==> src/rtl/delay_monitor.sv <==
// Watches an OR gate under test. For each change of a|b it measures how many
// clock edges pass until dut_out follows, then reports the result with a valid/ready handshake.
module delay_monitor #(
    parameter int CNT_W    = 8,
    parameter int MAX_WAIT = 16
) (
    input  logic             clk,
    input  logic             rst_n,
    input  logic             a,
    input  logic             b,
    input  logic             dut_out,
    input  logic             res_ready,
    output logic             res_valid,
    output logic [1:0]       res_code,
    output logic [CNT_W-1:0] res_delay,
    output logic [7:0]       drop_cnt
);

    typedef enum logic [1:0] {
        IDLE,
        MEASURE,
        REPORT
    } state_t;

    localparam logic [1:0]       CODE_MATCH      = 2'b00;
    localparam logic [1:0]       CODE_SUPERSEDED = 2'b01;
    localparam logic [1:0]       CODE_TIMEOUT    = 2'b10;
    localparam logic [CNT_W-1:0] MAX_CNT         = CNT_W'(MAX_WAIT);

    state_t           state;
    logic             exp_q;
    logic             target;
    logic [CNT_W-1:0] cnt;
    logic             cur;
    logic             ev;
    logic [CNT_W-1:0] n;

    assign cur = a | b;
    assign ev  = (cur != exp_q);
    assign n   = cnt + CNT_W'(1);

    // exp_q follows a|b in every state, so changes seen while reporting are never re-detected later.
    always_ff @(posedge clk or negedge rst_n) begin
        if (!rst_n) begin
            state     <= IDLE;
            exp_q     <= 1'b0;
            target    <= 1'b0;
            cnt       <= '0;
            res_valid <= 1'b0;
            res_code  <= CODE_MATCH;
            res_delay <= '0;
            drop_cnt  <= 8'd0;
        end else begin
            exp_q <= cur;
            case (state)
                IDLE: begin
                    if (ev) begin
                        if (dut_out == cur) begin
                            state     <= REPORT;
                            res_valid <= 1'b1;
                            res_code  <= CODE_MATCH;
                            res_delay <= '0;
                        end else begin
                            target <= cur;
                            cnt    <= '0;
                            state  <= MEASURE;
                        end
                    end
                end
                MEASURE: begin
                    // Priority: a match wins over a superseding event, which wins over timeout.
                    if (dut_out == target) begin
                        state     <= REPORT;
                        res_valid <= 1'b1;
                        res_code  <= CODE_MATCH;
                        res_delay <= n;
                    end else if (ev) begin
                        state     <= REPORT;
                        res_valid <= 1'b1;
                        res_code  <= CODE_SUPERSEDED;
                        res_delay <= n;
                    end else if (n == MAX_CNT) begin
                        state     <= REPORT;
                        res_valid <= 1'b1;
                        res_code  <= CODE_TIMEOUT;
                        res_delay <= MAX_CNT;
                    end else begin
                        cnt <= n;
                    end
                end
                REPORT: begin
                    if (ev && (drop_cnt != 8'hFF)) begin
                        drop_cnt <= drop_cnt + 8'd1;
                    end
                    if (res_ready) begin
                        res_valid <= 1'b0;
                        state     <= IDLE;
                    end
                end
                default: begin
                    state     <= IDLE;
                    res_valid <= 1'b0;
                end
            endcase
        end
    end

endmodule

==> config.mk <==
export PLATFORM = sky130hd
export DESIGN_NAME = delay_monitor
export DESIGN_NICKNAME = d
export VERILOG_FILES = /design/src/rtl/delay_monitor.sv
export SDC_FILE = /design/constraint.sdc
export NUM_CORES = 1
export LEC_CHECK = 0
export CORE_MARGIN = 4
export CORE_UTILIZATION = 55
export DETAILED_ROUTE_END_ITERATION = 6
export DONT_BUFFER_PORTS = 1
export PLACE_DENSITY_LB_ADDON = 0.12
export SYNTH_ARGS = -nofsm -noshare
export SYNTH_HDL_FRONTEND = slang
export SYNTH_SLANG_ARGS = --single-unit
export TNS_END_PERCENT = 30
==> constraint.sdc <==
create_clock -name clk -period 2 [get_ports clk]
set_input_delay 0 -clock clk [delete_from_list [all_inputs] [get_ports clk]]
set_output_delay 0 -clock clk [all_outputs]
set_load 0.005 [all_outputs]
; Word level (Yosys, flattened, before mapping)
; Index checks and enable logic that the tools add are counted.
[word_totals]
reg_bits = 31
input_bits = 6
[classes]
n_addsub = 2
eq_ne = 15
mux = 31
bitwise_logic = 2
reduce_logical = 9
[op_table]
columns = cell, count
row1 = $mux W8, 10
row2 = $pmux W8 S2, 2
row3 = $mux W2, 10
row4 = $add A8 B1 Y8 const B, 2
row5 = $ne A2 B2 Y1 const B, 7
row6 = $eq A8 B5 Y1 const B, 1
row7 = $ne A8 B8 Y1 const B, 1
row8 = $reduce_and A4 Y1, 2
row9 = $mux W1, 6
row10 = $pmux W2 S3, 1
row11 = $reduce_and A3 Y1, 2
row12 = $reduce_and A6 Y1, 1
row13 = $ne A4 B4 Y1 const B, 1
row14 = $pmux W2 S2, 1
row15 = $pmux W1 S3, 1
row16 = $eq A1 B1 Y1, 2
row17 = $eq A2 B1 Y1 const B, 1
row18 = $eq A2 B2 Y1 const B, 1
row19 = $logic_not A2 Y1, 1
row20 = $reduce_and A2 Y1, 1
row21 = $reduce_bool A2 Y1, 1
row22 = $logic_and A1 B1 Y1, 1
row23 = $ne A1 B1 Y1, 1
row24 = $not A1 Y1, 1
row25 = $or A1 B1 Y1, 1

; Longest topological paths before layout
[logic_depth]
word_depth = 6
mapped_depth = 7

; Worst setup path after synthesis
; OpenSTA, ideal clock, no wires.
[synth_timing]
path_kind = register to register
start = reg state[1]
end = reg cnt[4]
setup_time_ps = 125
arrival_ps = 1620
setup_slack_ps = 255
path_stages_with_launch = 7
path_buffers = 1
synth_period_minus_slack_ps = 1745
path_cell_list = dfrtp_1 and2b_1 o211ai_2 a41oi_4 or2_1 buf_6 mux2_4
[synth_between]
elab_chain_cells = 3
elab_cells_between_ends = 10
classes_between = eq/ne (6) / mux (1) / reduce/logical (3)
[synth_lines]
columns = item, line_no
row1 = start: declaration, 30  ; state_t state;
row2 = start signal: assignment, 45  ; state <= IDLE;
row3 = start signal: assignment, 59  ; state <= REPORT;
row4 = start signal: assignment, 66  ; state <= MEASURE;
row5 = $eq A2 B1 Y1 or $logic_not A2 Y1 (tied branches), 55  ; case (state)
row6 = $ne A2 B2 Y1 (no source line) or $reduce_bool A2 Y1 (tied branches), n/a
row7 = $reduce_and A6 Y1 (no source line), n/a
row8 = end signal: assignment, 88  ; cnt <= n;
row9 = end: declaration, 33  ; logic [CNT_W-1:0] cnt;
; Several ways; a longest one is shown, not always the timed one.
; A chain may end at the register's enable or synchronous reset.

; Worst setup path after layout
[layout_timing]
start = reg drop_cnt[0]
end = reg drop_cnt[7]
[layout_between]
elab_chain_cells = 3
elab_cells_between_ends = 4
classes_between = add/sub (1) / eq/ne (1) / reduce/logical (2)
[layout_lines]
columns = item, line_no
row1 = start: declaration, 16  ; output logic [7:0] drop_cnt
row2 = start signal: assignment, 93  ; drop_cnt <= drop_cnt + 8'd1;
row3 = branches (longest 3 deep; another with $add A8 B1 Y8), n/a
; Parallel ways; which one is timed is not known.

==> impl_metrics.env <==
export IMPL_finalNetCount=171
export IMPL_dr_first_iter_drc_count=82
export IMPL_post_cts_hold_buffer_count=7
export IMPL_floorplan_die_height_um=62.3
export IMPL_vias=1133
export IMPL_hold_viol_final=0
export IMPL_timing_critical_path_fanout_max=8
export IMPL_r2r_start="drop_cnt[0]"
export IMPL_synthArstFlopShare_pct=100
export IMPL_antenna_diode_count=0
export IMPL_maxCapViolations=0
export IMPL_place_congestion=0.865
export IMPL_start_util_pct=58.3
export IMPL_path_depth=6
export IMPL_synthTopCellsByArea="sky130_fd_sc_hd__dfrtp_1 48%, sky130_fd_sc_hd__xnor2_1 3.8%, sky130_fd_sc_hd__xor2_1 3.2%"
export IMPL_rows=19
export IMPL_max_freq_mhz=546
export IMPL_regToRegSetupSlack_ns=0.17
export IMPL_worst_r2r_path_depth=6
export IMPL_floorplan_io_pins=25
export IMPL_gr_usage_all_layers_pct=18.5
export IMPL_synthFlopType="sky130_fd_sc_hd__dfrtp_1"
export IMPL_area_growth_syn_to_layout_pct=11.6
export IMPL_final_min_clock_period_ns=1.83
export IMPL_port_buffers=0
export IMPL_grt_ovfl_total=0
export IMPL_cts_tree="yes"
export IMPL_min_delay_path_class="input port to flop"
export IMPL_routed_via_density=5.81
export IMPL_first_global_vias=1163
export IMPL_drv_slew=0
export IMPL_clock_sinks=31
export IMPL_cp_startpoint="drop_cnt[0]"
export IMPL_power_density_normalized_to_cell_area_mw_per_mm2=981
export IMPL_clk_root_buffer_cell="sky130_fd_sc_hd__clkbuf_4"
export IMPL_finalCritPeriodShare_pct=91.5
export IMPL_setup_total_negative_slack_ns=0
export IMPL_setup_worst_path_end="drop_cnt[7]"
export IMPL_synth_lib_cells_used_distinct=49
export IMPL_tritoncts_num_buffers=5
export IMPL_grt_first_pass_wirelength_mm=5.61
export IMPL_cp_common_cell="sky130_fd_sc_hd__nand3_1"
export IMPL_dr_pass1_iters=4
export IMPL_grt_antenna_before_repair=0
export IMPL_required_ns=2.23
export IMPL_cp_cell_sequence="ha_1, nand3_1, nor3_1, nor4_4, nand3_1, xnor2_1"
export IMPL_synth_top_cell_area_share_pct=47.8
export IMPL_path_class="flop to flop"
export IMPL_critPathCaptureType="flop"
export IMPL_clk_path_buf_depth=2
export IMPL_largest_net_degree_at_the_start_of_global_routing=32
export IMPL_cp_data_arrival_time_ns=2.06
export IMPL_avgRoutedWirePerCell_um=16.5
export IMPL_status="finished, final reports clean"
export IMPL_synth_yosys_warnings=0
export IMPL_setup_viol_count_final=0
export IMPL_postRouteAntennaNets=0
export IMPL_drt_wl_total_mm=3.22
export IMPL_synthesis_area_mm2=0.00162
export IMPL_die_area_mm2=0.00388
export IMPL_final_setup_skew_ns=0.00704
export IMPL_fp_coreArea_mm2=0.00278
export IMPL_r2r_end="drop_cnt[7]"
export IMPL_clock_insertion_delay_worst_skew_ns=0.34
export IMPL_postCtsSetupBuffers=0
export IMPL_hold_ws_ns=0.0362
export IMPL_final_core_util_pct=65.1
export IMPL_synthesis_instances=149
export IMPL_path_clk_slew_ns=0.10
export IMPL_critical_path_top_delay_family="simple AND/OR/NAND/NOR gates"
export IMPL_route_detailed_drc=0
export IMPL_rsz0062_at_grt="false"
export IMPL_cellLeakagePower_nw=0.831
export IMPL_synthDominantAreaCellType="sky130_fd_sc_hd__dfrtp_1"
export IMPL_critPathLaunchType="flop"
export IMPL_tightest_slew_ns=0.476
export IMPL_hpwlAfterDp_mm=2.23
export IMPL_cp_slowest_stage_delay_ns=0.44
export IMPL_slew_limit_headroom_pct=68.0
export IMPL_worstPathBufferInverterCount=0
export IMPL_die_width_um=62.3
export IMPL_cts_resized=0
export IMPL_htreeDepth=2
export IMPL_synth_seq_area_share_pct=47.8
export IMPL_slowest_stage="sky130_fd_sc_hd__dfrtp_1"
export IMPL_synth_enable_flop_cells=0
export IMPL_max_vdd_ir_drop_mv=0.730
export IMPL_synth_seq_cells=31
export IMPL_drive_gt1_share_pct=16.5
export IMPL_synthesis_nets=157
export IMPL_syn_area_per_cell_um2=10.9
## logic make-up (layout without fill, tap and decap cells)
group / Yosys count / count (layout) / share of synthesized area [%]
buffers and inverters: 12 / 27 / 3.85
AOI/OAI and AO/OA: 34 / 34 / 17.1
muxes: 4 / 4 / 3.62
DFF: 31 / 31 / 47.8
xor gates and xnor gates: 13 / 13 / 7.02
adders and majority gates: 2 / 2 / 1.54
and+or+nand+nor: 53 / 53 / 19.0
## state kept, by name, indices dropped and copies added, names as in the netlist
register and count:
exp_q 1, res_delay 8, cnt 8, res_valid 1, res_code 2, state 2, target 1, drop_cnt 8
## metrics by stage
stage | total power (W) | cell area (µm²) | cells | setup slack, ns
finish | 0.00178 | 1810 | 195 | 0.169
global route | 0.00191 | 1810 | 195 | 0.00990
CTS | 0.00179 | 1810 | 195 | 0.167
detailed placement | 0.00133 | 1660 | 180 | 0.182
global placement | 0.00132 | 1660 | 180 | 0.210
floorplan | 0.00122 | 1620 | 149 | 0.255
## layout make-up
cell class | instances | area, µm²
flip-flops and latches | 31 | 776
clock buffers | 8 | 68.8
fillers | 226 | 970
repair buffers | 12 | 118
multi-input cells | 106 | 785
inverters | 7 | 26.3
well taps | 31 | 38.8
## power by group
group | switching (W) | total (W) | internal, W
logic | 0.000206 | 0.000412 | 0.000206
registers | 0.000175 | 0.000940 | 0.000765
clock network | 0.000218 | 0.000424 | 0.000207
total | 0.000599 | 0.00178 | 0.00118
## synth_stat cells, types with 2 or more instances
library cell / n
sky130_fd_sc_hd__inv_1: 7
sky130_fd_sc_hd__nor2_1: 6
sky130_fd_sc_hd__xnor2_1: 7
sky130_fd_sc_hd__o21ai_0: 7
sky130_fd_sc_hd__nor3_1: 2
sky130_fd_sc_hd__xor2_1: 6
sky130_fd_sc_hd__nand3_1: 6
sky130_fd_sc_hd__nand4_1: 2
sky130_fd_sc_hd__nand2_1: 13
sky130_fd_sc_hd__nand2b_1: 8
sky130_fd_sc_hd__dfrtp_1: 31
sky130_fd_sc_hd__buf_6: 2
sky130_fd_sc_hd__and3_1: 4
sky130_fd_sc_hd__a31oi_1: 4
sky130_fd_sc_hd__a21oi_1: 5
sky130_fd_sc_hd__a22o_1: 4
sky130_fd_sc_hd__ha_1: 2
sky130_fd_sc_hd__o2bb2ai_1: 2
## cells in the final DEF, fill, tap and decap left out, types with 2 or more instances in the layout
cell type                       count
sky130_fd_sc_hd__clkbuf_8           2
sky130_fd_sc_hd__clkbuf_4           5
sky130_fd_sc_hd__dfrtp_1           31
sky130_fd_sc_hd__nor2_1             6
sky130_fd_sc_hd__a22o_1             4
sky130_fd_sc_hd__nand4_1            2
sky130_fd_sc_hd__a31oi_1            4
sky130_fd_sc_hd__xor2_1             6
sky130_fd_sc_hd__nand2b_1           8
sky130_fd_sc_hd__nand2_1           13
sky130_fd_sc_hd__o21ai_0            7
sky130_fd_sc_hd__inv_1              7
sky130_fd_sc_hd__a21oi_1            5
sky130_fd_sc_hd__nand3_1            6
sky130_fd_sc_hd__dlygate4sd3_1      6
sky130_fd_sc_hd__buf_4              5
sky130_fd_sc_hd__o2bb2ai_1          2
sky130_fd_sc_hd__nor3_1             2
sky130_fd_sc_hd__ha_1               2
sky130_fd_sc_hd__and3_1             4
sky130_fd_sc_hd__xnor2_1            7
## how the worst min path moves through the flow
stage                from     endpoint  slack [ns]  cells after the start
finish                  a  drop_cnt[3]        0.04                      4
detailed placement  rst_n  drop_cnt[4]       -0.29                      0
global route            b  res_code[0]        0.02                      3
global placement    rst_n  drop_cnt[3]       -0.29                      0
CTS                     a  drop_cnt[3]        0.02                      4
floorplan           rst_n       cnt[0]       -0.30                      0
## worst reg2reg max path, stage by stage (launching register included)
cell                      delay (ns)
sky130_fd_sc_hd__dfrtp_1        0.44
sky130_fd_sc_hd__ha_1           0.23
sky130_fd_sc_hd__nand3_1        0.12
sky130_fd_sc_hd__nor3_1         0.11
sky130_fd_sc_hd__nor4_4         0.44
sky130_fd_sc_hd__nand3_1        0.21
sky130_fd_sc_hd__xnor2_1        0.17
## metal layers
layer	GRT usage, %	routed length (µm)
met3	7.75	200
met1	24.4	1500
met5	0	0
met4	7.16	68
met2	26.9	1450
Note: power is estimated with default switching activity, not from simulation.
